<file path="config.mk">
export PLATFORM = sky130hd
export DESIGN_NAME = br_svc_buffer
export DESIGN_NICKNAME = d
export VERILOG_FILES = /design/src/rtl/br_svc_buffer_pkg.sv /design/src/rtl/br_svc_buffer.sv
export SDC_FILE = /design/constraint.sdc
export NUM_CORES = 1
export LEC_CHECK = 0
export CAP_MARGIN = 20
export CORE_MARGIN = 1.5
export CORE_UTILIZATION = 25
export CTS_CLUSTER_SIZE = 16
export DETAILED_ROUTE_END_ITERATION = 10
export PLACE_DENSITY_LB_ADDON = 0.15
export SLEW_MARGIN = 10
export SYNTH_ARGS = -nofsm -noshare
export SYNTH_HDL_FRONTEND = slang
export SYNTH_SLANG_ARGS = --single-unit
</file>
<file path="constraint.sdc">
create_clock -name clk_i -period 15.5 [get_ports clk_i]
set_input_delay 4.65 -clock clk_i [delete_from_list [all_inputs] [get_ports clk_i]]
set_output_delay 4.65 -clock clk_i [all_outputs]
set_load 0.03 [all_outputs]
</file>
<file path="src/rtl/br_svc_buffer_pkg.sv">
`default_nettype none
// ============================================================================
//  Module      : br_svc_buffer_pkg
//  Description : Shared types for the BrLite service receive buffer: the
//                incoming router flit, the stored service entry, the ack
//                phase encoding and the default buffer depth.
//  Revision    : 1.0 - initial release
// ============================================================================
package br_svc_buffer_pkg;

  // Default FIFO depth (entries); must be a power of two, >= 2
  localparam int BR_SVC_BUFFER_SIZE = 8;

  // Flit as delivered by the BrLite router local output port
  typedef struct packed {
    logic [1:0]  service;
    logic [7:0]  ksvc;
    logic [15:0] seq_source;
    logic [15:0] producer;
    logic [31:0] payload;
  } brlite_flit_t;

  // Entry held in the buffer and presented to the NI (service field dropped)
  typedef struct packed {
    logic [7:0]  ksvc;
    logic [15:0] seq_source;
    logic [15:0] producer;
    logic [31:0] payload;
  } brlite_svc_t;

  // Router handshake phase: ACK_SENT lasts exactly one cycle after an accept
  typedef enum logic {
    ACK_IDLE = 1'b0,
    ACK_SENT = 1'b1
  } ack_state_t;

  // Strip the routing-only service field from an incoming flit
  function automatic brlite_svc_t flit_to_svc(input brlite_flit_t flit);
    brlite_svc_t svc;
    svc.ksvc       = flit.ksvc;
    svc.seq_source = flit.seq_source;
    svc.producer   = flit.producer;
    svc.payload    = flit.payload;
    return svc;
  endfunction

endpackage : br_svc_buffer_pkg
`default_nettype wire

</file>
<file path="src/rtl/br_svc_buffer.sv">
`default_nettype none
// ============================================================================
//  Module      : br_svc_buffer
//  Description : Receive-side FIFO for BrLite service flits between the
//                router local port (req/ack) and the DMNI NI (rx/ack pop).
//                Optional statistics (occupancy level and saturating stall
//                counter) are enabled by defining BR_SVC_STATS_EN.
//  Revision    : 1.0 - initial release
// ============================================================================
module br_svc_buffer
  import br_svc_buffer_pkg::*;
#(
  parameter int BUFFER_SIZE = BR_SVC_BUFFER_SIZE
) (
  input  logic                       clk_i,
  input  logic                       rst_ni,
  input  logic                       br_req_i,
  output logic                       br_ack_o,
  input  brlite_flit_t               br_data_i,
  output logic                       br_svc_rx_o,
  input  logic                       br_svc_ack_i,
  output brlite_svc_t                br_svc_data_o
`ifdef BR_SVC_STATS_EN
  ,
  output logic [$clog2(BUFFER_SIZE):0] svc_level_o,
  output logic [31:0]                  svc_stall_o
`endif
);

  localparam int PTR_W = $clog2(BUFFER_SIZE);
  localparam int CNT_W = PTR_W + 1;
  localparam logic [CNT_W-1:0] DEPTH = CNT_W'(BUFFER_SIZE);

  brlite_svc_t      mem [BUFFER_SIZE];
  logic [PTR_W-1:0] rd_ptr;
  logic [PTR_W-1:0] wr_ptr;
  logic [CNT_W-1:0] count;
  ack_state_t       ack_state;

  logic full;
  logic empty;
  logic push;
  logic pop;

  // The service field only steers routing upstream and is not stored
  logic service_field_unused;
  assign service_field_unused = ^br_data_i.service;

  assign full  = (count == DEPTH);
  assign empty = (count == '0);

  // Full is evaluated before this cycle's pop, so a push that coincides with
  // a pop on a full buffer is deferred to the following cycle.
  assign push = br_req_i && !full && (ack_state == ACK_IDLE);
  assign pop  = br_svc_ack_i && !empty;

  assign br_svc_rx_o   = !empty;
  assign br_svc_data_o = mem[rd_ptr];

  // Ack phase: one-cycle accept pulse to the router after every push
  always_ff @(posedge clk_i or negedge rst_ni) begin
    if (!rst_ni) begin
      ack_state <= ACK_IDLE;
      br_ack_o  <= 1'b0;
    end else begin
      case (ack_state)
        ACK_IDLE: begin
          if (push) begin
            ack_state <= ACK_SENT;
            br_ack_o  <= 1'b1;
          end
        end
        ACK_SENT: begin
          ack_state <= ACK_IDLE;
          br_ack_o  <= 1'b0;
        end
        default: begin
          ack_state <= ACK_IDLE;
          br_ack_o  <= 1'b0;
        end
      endcase
    end
  end

  // Storage write; contents need no reset since count gates visibility
  always_ff @(posedge clk_i) begin
    if (push) begin
      mem[wr_ptr] <= flit_to_svc(br_data_i);
    end
  end

  // Pointer and occupancy bookkeeping; pointers wrap at the power-of-two depth
  always_ff @(posedge clk_i or negedge rst_ni) begin
    if (!rst_ni) begin
      rd_ptr <= '0;
      wr_ptr <= '0;
      count  <= '0;
    end else begin
      if (push) begin
        wr_ptr <= wr_ptr + 1'b1;
      end
      if (pop) begin
        rd_ptr <= rd_ptr + 1'b1;
      end
      case ({push, pop})
        2'b10:   count <= count + 1'b1;
        2'b01:   count <= count - 1'b1;
        default: count <= count;
      endcase
    end
  end

`ifdef BR_SVC_STATS_EN
  assign svc_level_o = count;

  // Count cycles where the router is held off by a full buffer; saturates
  always_ff @(posedge clk_i or negedge rst_ni) begin
    if (!rst_ni) begin
      svc_stall_o <= '0;
    end else if (br_req_i && full && !br_ack_o && (svc_stall_o != 32'hFFFF_FFFF)) begin
      svc_stall_o <= svc_stall_o + 32'd1;
    end
  end
`endif

endmodule : br_svc_buffer
`default_nettype wire

</file>
==> summary.txt <==
Floorplanning
  • Initial Util: 25.3%
  • Die W: 302 um
  • # rows: roughly 110
  • Die area: between 90000 and 100000 um^2
  • Die span in y: around 300 um
  • Core area: around 90000 um^2
  • # IOs: 152

Critical path
  • Worst EP arrival: 4620 ps
  • CP required: roughly 11000 ps
  • Crit. End Element: output port
  • Critical Path End: br_svc_data_o[71]
  • R2R cell count: 5
  • R2R Setup Slk: about 13000 ps
  • CP startpoint kind: register
  • Crit Path Max Fanout: 40
  • Reg2reg end: mem[1][8]
  • Crit Path Class: reg -> out
  • Setup crit start: rd_ptr[0]
  • R2R Path Start: count[0]

Timing
  • Slew headroom: between 30% and 40%
  • Fin. Hold Viols: 0
  • Peak Freq: roughly 110 MHz
  • Final worst-path cycle share: around three fifths
  • Fin. max-slew vios: 0
  • # setup viols final: 0
  • Unrepaired setup endpoints after global routing: false
  • Measured slew at the worst slew-check pin: about 960 ps
  • Setup Total Neg Slack: 0 ps
  • Fin Clk Skew: between 15 and 20 ps
  • Tmin final: between 9000 and 10000 ps

Cells and area
  • Nets: about 1200
  • Finished Core Util: approximately 31%
  • Layout cell share with drive strength beyond 1: 30.2%
  • Area growth from synthesis to layout: 23.3%

CTS
  • H-tree levels: 3
  • Post-CTS setup buffer count: 0
  • Clk root buf: clkbuf_16
  • Post-CTS resize count: 0
  • Clk_lat worst skew: 590 ps
  • TritonCTS clock tree: built
  • Clock buffer depth: 3
  • Clock transition at path regs: 60 ps
  • CTS buffer count: 70
  • # hold bufs at CTS: 0
  • Clk sinks: 588

Synthesis
  • Mapped Cells: approximately 900
  • Yosys warning count: 0
  • Post-Syn Area: between 20000 and 25000 um^2
  • Syn avg cell area: ~25 um^2
  • Post-synthesis sequential area ratio: approximately four fifths
  • Seq cells post-synth: between 500 and 600
  • Syn Nets: approximately 990
  • Distinct cell type count after synthesis: 33

Route
  • DR vias/cell: roughly 4.2
  • Drt initial violations: around 580
  • Routed wire length: 50500 um
  • Drt drc: 16
  • Routed wire per std cell: between 20 and 25 um
  • Routed vias: 9846
  • Drt pass-1 iters: 9
  • Final ANT Viol Nets: 0

Global routing
  • GR Layer Usage met2: 18.5%
  • Gr busiest metal: met2
  • Largest net degree at the start of global routing: 57
  • Total Routing Usage GR: ~11%
  • Initial antenna violation count: 0
  • Met3 Usage GRT: between 2 and 2.5%
  • Global-route wire length before repair: around 74000 um
  • Remaining global-route overflow: 0
  • Vias in the first global route: roughly 11000
  • Met1 Usage GRT: ~15%

Min path
  • Worst hold-check path type: reg -> reg
  • Worst Hold Path Cells: 1

Pwr
  • Maximum VDD drop: 0.111 mV
  • Leakage dissipation: around 8.6 nW
  • Pwr Density: 198 nW/um^2

Place
  • GP Congestion: between 0.6 and 0.7
  • I/O Buffers: 149
  • Post-DP HPWL: between 20000 and 30000 um

Status
  • Status: finished, violations left
  • Failing checks: design-rule violations

Job
  • Max cap viols: 0
metrics by stage:
stage,area [um^2],power (W),setup slack [ps],hold WS [ps],cells
finish,27600,0.00548,6230,465,2326
detailed placement,25300,0.00398,6670,470,2196
global route,27600,0.00576,5800,501,2325
global placement,25300,0.00398,6630,469,2196
CTS,27600,0.00561,5990,478,2324
floorplan,22400,0.00333,2990,436,901
synth_stat cells, drive strengths merged:
cell type	n	area [um^2]
or4b	2	20.0
or4	1	7.51
nor4	1	6.26
nor2	3	11.3
o21ai	2	10.0
o211ai	1	7.51
nor2b	1	6.26
nor3	4	20.0
a21oi	2	10.0
mux2i	1	10.0
o311ai	1	8.76
xor2	1	8.76
clkbuf	12	45.0
nor3b	3	22.5
nand2b	2	12.5
edfxtp	576	17300
a2111o	1	11.3
mux4	144	3240
dfrtp	12	300
ha	5	62.6
mux2	75	957
nand3	5	25.0
fa	1	20.0
nand2	4	17.5
buf	29	194
inv	7	26.3
xnor2	5	43.8
metal layers:
metal	vias to the layer above	wire [um]
met4	0	1150
met1	5320	22800
li1	4281	-
met5	-	0
met2	173	24700
met3	72	1900
logic make-up (layout without fill, tap and decap cells):
family | Yosys count | after routing | share of synthesized area [%]
flops | 588 | 588 | 78.5
mux | 220 | 220 | 18.8
buf+inv | 48 | 307 | 1.18
simple gates | 26 | 26 | 0.665
compound gates | 7 | 7 | 0.212
fa+ha+maj | 6 | 6 | 0.369
xor+xnor | 6 | 6 | 0.235
other cells | 0 | 1 | 0
registers in the layout, indices dropped and copies added (netlist names):
| signal | count |
|---|---|
| ack_state | 1 |
| br_ack_o | 1 |
| count | 4 |
| mem | 576 |
| rd_ptr | 3 |
| wr_ptr | 3 |
worst max-delay path, cell delays in order (launching register included):
cell	delay [ps]
dfrtp_4	850
buf_4	720
buf_4	820
mux4_2	610
mux2_2	280
clkdlybuf4s50_1	670
report_power, final:
part	leakage, nW	internal, W	total, W	switching (W)
clock	1.08	0.000948	0.00159	0.000644
sequential	5.35	0.00194	0.00207	0.000131
combinational	2.20	0.000876	0.00181	0.000937
cells in the final DEF (no fill, tap or decap), drive strengths merged, types with 3 or more instances in the layout:
master / instances
nand3: 5
edfxtp: 576
buf: 23
ha: 5
bufinv: 6
nor3b: 3
clkinv: 27
mux2: 75
dfrtp: 12
clkdlybuf4s50: 149
nand2: 4
clkinvlp: 4
xnor2: 5
mux4: 144
nor3: 4
nor2: 3
inv: 12
clkbuf: 86
worst min-delay path by stage:
stage,slack (ps),to,from
2_1_floorplan,440,br_ack_o,ack_state
3_3_place_gp,470,br_ack_o,ack_state
3_5_place_dp,470,br_ack_o,ack_state
4_1_cts,480,br_ack_o,ack_state
5_1_grt,500,br_ack_o,ack_state
6_report,470,br_ack_o,ack_state
cell type report:
type,count,area [um^2]
inverter,7,26.3
multi-input combinational,265,4590
clock buffer,86,1830
fill,8548,61000
timing repair buffer,172,1680
antenna,1,2.50
sequential,588,17600
clock inverter,42,418
tap,1165,1460
Power figures use the tool's default switching activity.
